[src/rtl/playback_sequencer.sv]
// Sample playback controller: waits for codec config, then issues one RAM read per sample strobe
// under play/pause/stop/loop control and owns the power-of-two gain coefficient.
// Optional build macro PLAYBACK_MUTE_EN forces gain_coeff to zero outside PLAY.
module playback_sequencer #(
    parameter int                ADDR_W    = 16,
    parameter logic [ADDR_W-1:0] ADDR_LAST = 16'hFFFF,
    parameter logic [23:0]       GAIN_DEF  = 24'h000400,
    parameter logic [23:0]       GAIN_MIN  = 24'h000040,
    parameter logic [23:0]       GAIN_MAX  = 24'h004000
) (
    input  logic              clk,
    input  logic              reset_n,
    input  logic              cfg_done,
    input  logic              sample_stb,
    input  logic              play_req,
    input  logic              stop_req,
    input  logic              loop_en,
    input  logic              gain_up,
    input  logic              gain_dn,
    output logic              rd_en,
    output logic [ADDR_W-1:0] rd_addr,
    output logic [23:0]       gain_coeff,
    output logic [1:0]        state,
    output logic              done
);

    typedef enum logic [1:0] {
        S_WAIT_CFG = 2'b00,
        S_IDLE     = 2'b01,
        S_PLAY     = 2'b10,
        S_PAUSE    = 2'b11
    } state_t;

    state_t            cur_state;
    state_t            nxt_state;
    logic [ADDR_W-1:0] ptr;
    logic [ADDR_W-1:0] ptr_nxt;
    logic [ADDR_W-1:0] rd_addr_nxt;
    logic              rd_en_nxt;
    logic              done_nxt;
    logic [23:0]       gain;
    logic [23:0]       gain_nxt;
    logic              rd_fire;
    logic              at_last;

    // A read happens only when no higher-priority request claims the cycle.
    assign rd_fire = (cur_state == S_PLAY) && cfg_done && !stop_req && !play_req && sample_stb;
    assign at_last = (ptr == ADDR_LAST);

    always_ff @(posedge clk) begin
        if (!reset_n) begin
            cur_state <= S_WAIT_CFG;
        end else begin
            cur_state <= nxt_state;
        end
    end

    always_comb begin
        nxt_state = cur_state;
        case (cur_state)
            S_WAIT_CFG: begin
                if (cfg_done) nxt_state = S_IDLE;
            end
            S_IDLE: begin
                if (!cfg_done)    nxt_state = S_WAIT_CFG;
                else if (play_req) nxt_state = S_PLAY;
            end
            S_PLAY: begin
                if (!cfg_done)                  nxt_state = S_WAIT_CFG;
                else if (stop_req)              nxt_state = S_IDLE;
                else if (play_req)              nxt_state = S_PAUSE;
                else if (rd_fire && at_last && !loop_en) nxt_state = S_IDLE;
            end
            S_PAUSE: begin
                if (!cfg_done)     nxt_state = S_WAIT_CFG;
                else if (stop_req) nxt_state = S_IDLE;
                else if (play_req) nxt_state = S_PLAY;
            end
            default: nxt_state = S_WAIT_CFG;
        endcase
    end

    always_comb begin
        ptr_nxt     = ptr;
        rd_addr_nxt = rd_addr;
        rd_en_nxt   = 1'b0;
        done_nxt    = 1'b0;
        if ((cur_state != S_WAIT_CFG) && !cfg_done) begin
            ptr_nxt = '0;
        end else if (((cur_state == S_PLAY) || (cur_state == S_PAUSE)) && stop_req) begin
            ptr_nxt = '0;
        end else if (rd_fire) begin
            rd_en_nxt   = 1'b1;
            rd_addr_nxt = ptr;
            if (at_last) begin
                ptr_nxt  = '0;
                done_nxt = !loop_en;
            end else begin
                ptr_nxt = ptr + ADDR_W'(1);
            end
        end
    end

    always_ff @(posedge clk) begin
        if (!reset_n) begin
            ptr     <= '0;
            rd_addr <= '0;
            rd_en   <= 1'b0;
            done    <= 1'b0;
        end else begin
            ptr     <= ptr_nxt;
            rd_addr <= rd_addr_nxt;
            rd_en   <= rd_en_nxt;
            done    <= done_nxt;
        end
    end

    // Simultaneous up and down cancel; limits saturate.
    always_comb begin
        gain_nxt = gain;
        if (gain_up && !gain_dn && (gain < GAIN_MAX)) begin
            gain_nxt = gain << 1;
        end else if (gain_dn && !gain_up && (gain > GAIN_MIN)) begin
            gain_nxt = gain >> 1;
        end
    end

    always_ff @(posedge clk) begin
        if (!reset_n) begin
            gain <= GAIN_DEF;
        end else begin
            gain <= gain_nxt;
        end
    end

`ifdef PLAYBACK_MUTE_EN
    always_ff @(posedge clk) begin
        if (!reset_n) begin
            gain_coeff <= '0;
        end else begin
            gain_coeff <= (nxt_state == S_PLAY) ? gain_nxt : 24'd0;
        end
    end
`else
    assign gain_coeff = gain;
`endif

    assign state = cur_state;

endmodule
[config.mk]
export PLATFORM = sky130hd
export DESIGN_NAME = playback_sequencer
export DESIGN_NICKNAME = d
export VERILOG_FILES = /design/src/rtl/playback_sequencer.sv
export SDC_FILE = /design/constraint.sdc
export NUM_CORES = 1
export LEC_CHECK = 0
export BUFFER_PORTS_ARGS = -buffer_cell sky130_fd_sc_hd__buf_2
export CAP_MARGIN = 20
export CORE_MARGIN = 2
export CORE_UTILIZATION = 43
export CTS_CLUSTER_SIZE = 30
export DETAILED_ROUTE_END_ITERATION = 7
export GPL_ROUTABILITY_DRIVEN = 1
export GPL_TIMING_DRIVEN = 1
export HOLD_SLACK_MARGIN = 0.05
export PLACE_DENSITY_LB_ADDON = 0.3
export SYNTH_ARGS = -nofsm -noshare
export SYNTH_HDL_FRONTEND = slang
export SYNTH_SLANG_ARGS = --single-unit
[constraint.sdc]
create_clock -name clk -period 4.6 [get_ports clk]
set_clock_uncertainty 0.05 [all_clocks]
set_input_delay 0.92 -clock clk [delete_from_list [all_inputs] [get_ports clk]]
set_output_delay 0.92 -clock clk [all_outputs]
set_load 0.02 [all_outputs]
==> flow_metrics.tcl <==
set metrics [dict create \
    io_pins 53 \
    layout_setup_ws_ns 1.91 \
    start_util_pct 45.2 \
    hold_path_class "flip-flop to flip-flop" \
    syn_nets 317 \
    path_depth 6 \
    die_h_um 80.8 \
    cp_cell_sequence "buf_2, nor4b_4, nand3_2, or4_1, nand3_1, and4_1" \
    die_area_mm2 0.00653 \
    synth_top_area_share_pct 47.4 \
    dr.pass1.iters 4 \
    setup.worst_path.start "stop_req" \
    via_per_inst 5.39 \
    clkLatencyLatePin_ns 0.34 \
    synth_edf_count 0 \
    worstReg2RegStart "state[0]" \
    place_congestion 0.848 \
    drive_gt1_share_pct 20.3 \
    synthTopCellsByArea "dfxtp_1, nand2_1, a21oi_1, nor2_1, xnor2_1" \
    async_reset_ff_share_pct 0 \
    grt_pass1_wl_um 9710 \
    crit_arrival_ns 2.91 \
    setup_tns_ns 0 \
    tightest_slew_ns 0.893 \
    syn2layout_area_growth_pct 18.9 \
    num_rows 27 \
    hold_viol 0 \
    diodes 0 \
    drtIter0Drc 132 \
    crit_type "input pin to flip-flop" \
    layout_common_cells "nand2_1, dfxtp_1, buf_2" \
    clockBufferDepth 2 \
    cp_top_family "simple AND/OR/NAND/NOR gates" \
    yosys.area.top_type "dfxtp_1" \
    finalMaxSlewViolations 0 \
    cts-root-buf "clkbuf_8" \
    cap_violations 0 \
    r2r-end "state[0]" \
    cts_setup_buffers 0 \
    power_leakage_nw 1.16 \
    netlist_area_mm2 0.00254 \
    die_x_um 80.8 \
    io_buffers 52 \
    fin_nets 366 \
    start_kind "input pin" \
    min_period_ns 2.69 \
    period_share_pct 58.4 \
    yosysSeqAreaShare_pct 47.4 \
    cts.sinks 60 \
    grt_pass1_vias 2151 \
    grt_max_degree 30 \
    r2r_setup_slack_ns 2.18 \
    setup_viol 0 \
    cts_made_buffers 9 \
    dp_hpwl_um 4170 \
    wl_um 6000 \
    cts_tree "done" \
    vdd_drop_max_v 0.000169 \
    cpMaxStageDelayCell "or4_1" \
    grt_overflow_total 0 \
    track_usage_pct 19.4 \
    ys_warn_count 0 \
    postRouteAntennaNets 0 \
    fmax_mhz 372 \
    layout_commonest_cell "nand2_1" \
    wl_per_cell_um 13.9 \
    design.core.area_mm2 0.00561 \
    dp_slack_ns 1.62 \
    hold_buffers 0 \
    r2r_cells 5 \
    synthFlopType "dfxtp_1" \
    vias 2330 \
    power_density_mw_per_mm2 348 \
    rsz0062_at_grt "false" \
    htreeDepth 3 \
    path_buf_inv 1 \
    cts.clk_slew.worst_paths_ns 0.06 \
    end_kind "flip-flop" \
    cp_slowest_stage_delay_ns 0.68 \
    synth.avg_cell_area_um2 8.26 \
    ys_seq_elements 60 \
    drc_errors 0 \
    relSlewSlack_pct 40.4 \
    antenna_found_initial 0 \
    critPathCapture "state[0]" \
    status "complete, no violations" \
    synth_cell_types 39 \
    cts_resized 0 \
    critPathMaxFanout 23 \
    cp.required_ns 4.82 \
    synthCells 307 \
]
worst min-delay path, cell delays in order (launching register included):
cell and delay, ns:
dfxtp_1 0.31, nand2_1 0.05, a21oi_1 0.05
worst min path at each step:
stage | start | endpoint | slack [ns] | cells past startpoint
after floorplan | ptr[14] | rd_addr[14] | 0.40 | 2
after detailed placement | rd_addr[14] | rd_addr[14] | 0.40 | 2
after global placement | rd_addr[2] | rd_addr[2] | 0.39 | 2
final | rd_addr[14] | rd_addr[14] | 0.40 | 2
after CTS | rd_addr[14] | rd_addr[14] | 0.41 | 2
after global routing | rd_addr[14] | rd_addr[14] | 0.42 | 2
power by group:
group	total, mW	internal [mW]	switching [mW]
clock network	0.461	0.259	0.203
registers	0.531	0.524	0.00700
logic	0.0586	0.0187	0.0399
total	1.05	0.802	0.249
metrics by stage:
| stage | hold slack (ns) | instances | utilization (%) | power, mW | instance area (um^2) |
|---|---|---|---|---|---|
| 3_5_place_dp | 0.396 | 417 | 50.4 | 0.601 | 2830 |
| 3_3_place_gp | 0.393 | 417 | 50.4 | 0.600 | 2830 |
| 4_1_cts | 0.405 | 432 | 53.8 | 1.06 | 3020 |
| 5_1_grt | 0.424 | 432 | 53.8 | 1.09 | 3020 |
| 2_1_floorplan | 0.403 | 307 | - | 0.582 | 2540 |
| 6_report | 0.405 | 432 | 53.8 | 1.05 | 3020 |
cell usage after synthesis, types with 5 or more instances:
cell and number:
nand4_1 6, nor3_1 7, buf_2 6, nand2_1 69, o21ai_0 7, dfxtp_1 60, clkbuf_1 8, nor2_1 33
a21oi_1 35, xnor2_1 11, inv_1 5, nand3_1 10
logic make-up after synthesis:
group                      synth area share (%)
AOI/OAI and AO/OA                          14.8
xor gates and xnor gates                   4.83
adders and majority gates                 0.493
buffers and inverters                      3.11
DFF                                        47.4
muxes                                      1.58
and+or+nand+nor                            27.8
layout make-up:
type	count	area, um^2
timing repair buffer	52	260
sequential	60	1200
multi-input combinational	228	1260
fill	553	2590
clock buffer	10	138
clock inverter	5	52.6
inverter	5	18.8
tap	72	90.1
routing by layer:
layer	GRT usage (%)	part of all wire, %	vias to the layer above
met5	0	0	-
met1	24.9	46	1076
met3	3.67	5.7	12
li1	-	-	1169
met4	13.2	2.5	0
met2	29.7	46	73
sequential cells by signal, indices dropped and copies added (netlist names):
register	cells
done	1
gain_coeff	24
ptr	16
rd_addr	16
rd_en	1
state	2
No activity file was read; power rests on OpenSTA's default activity.
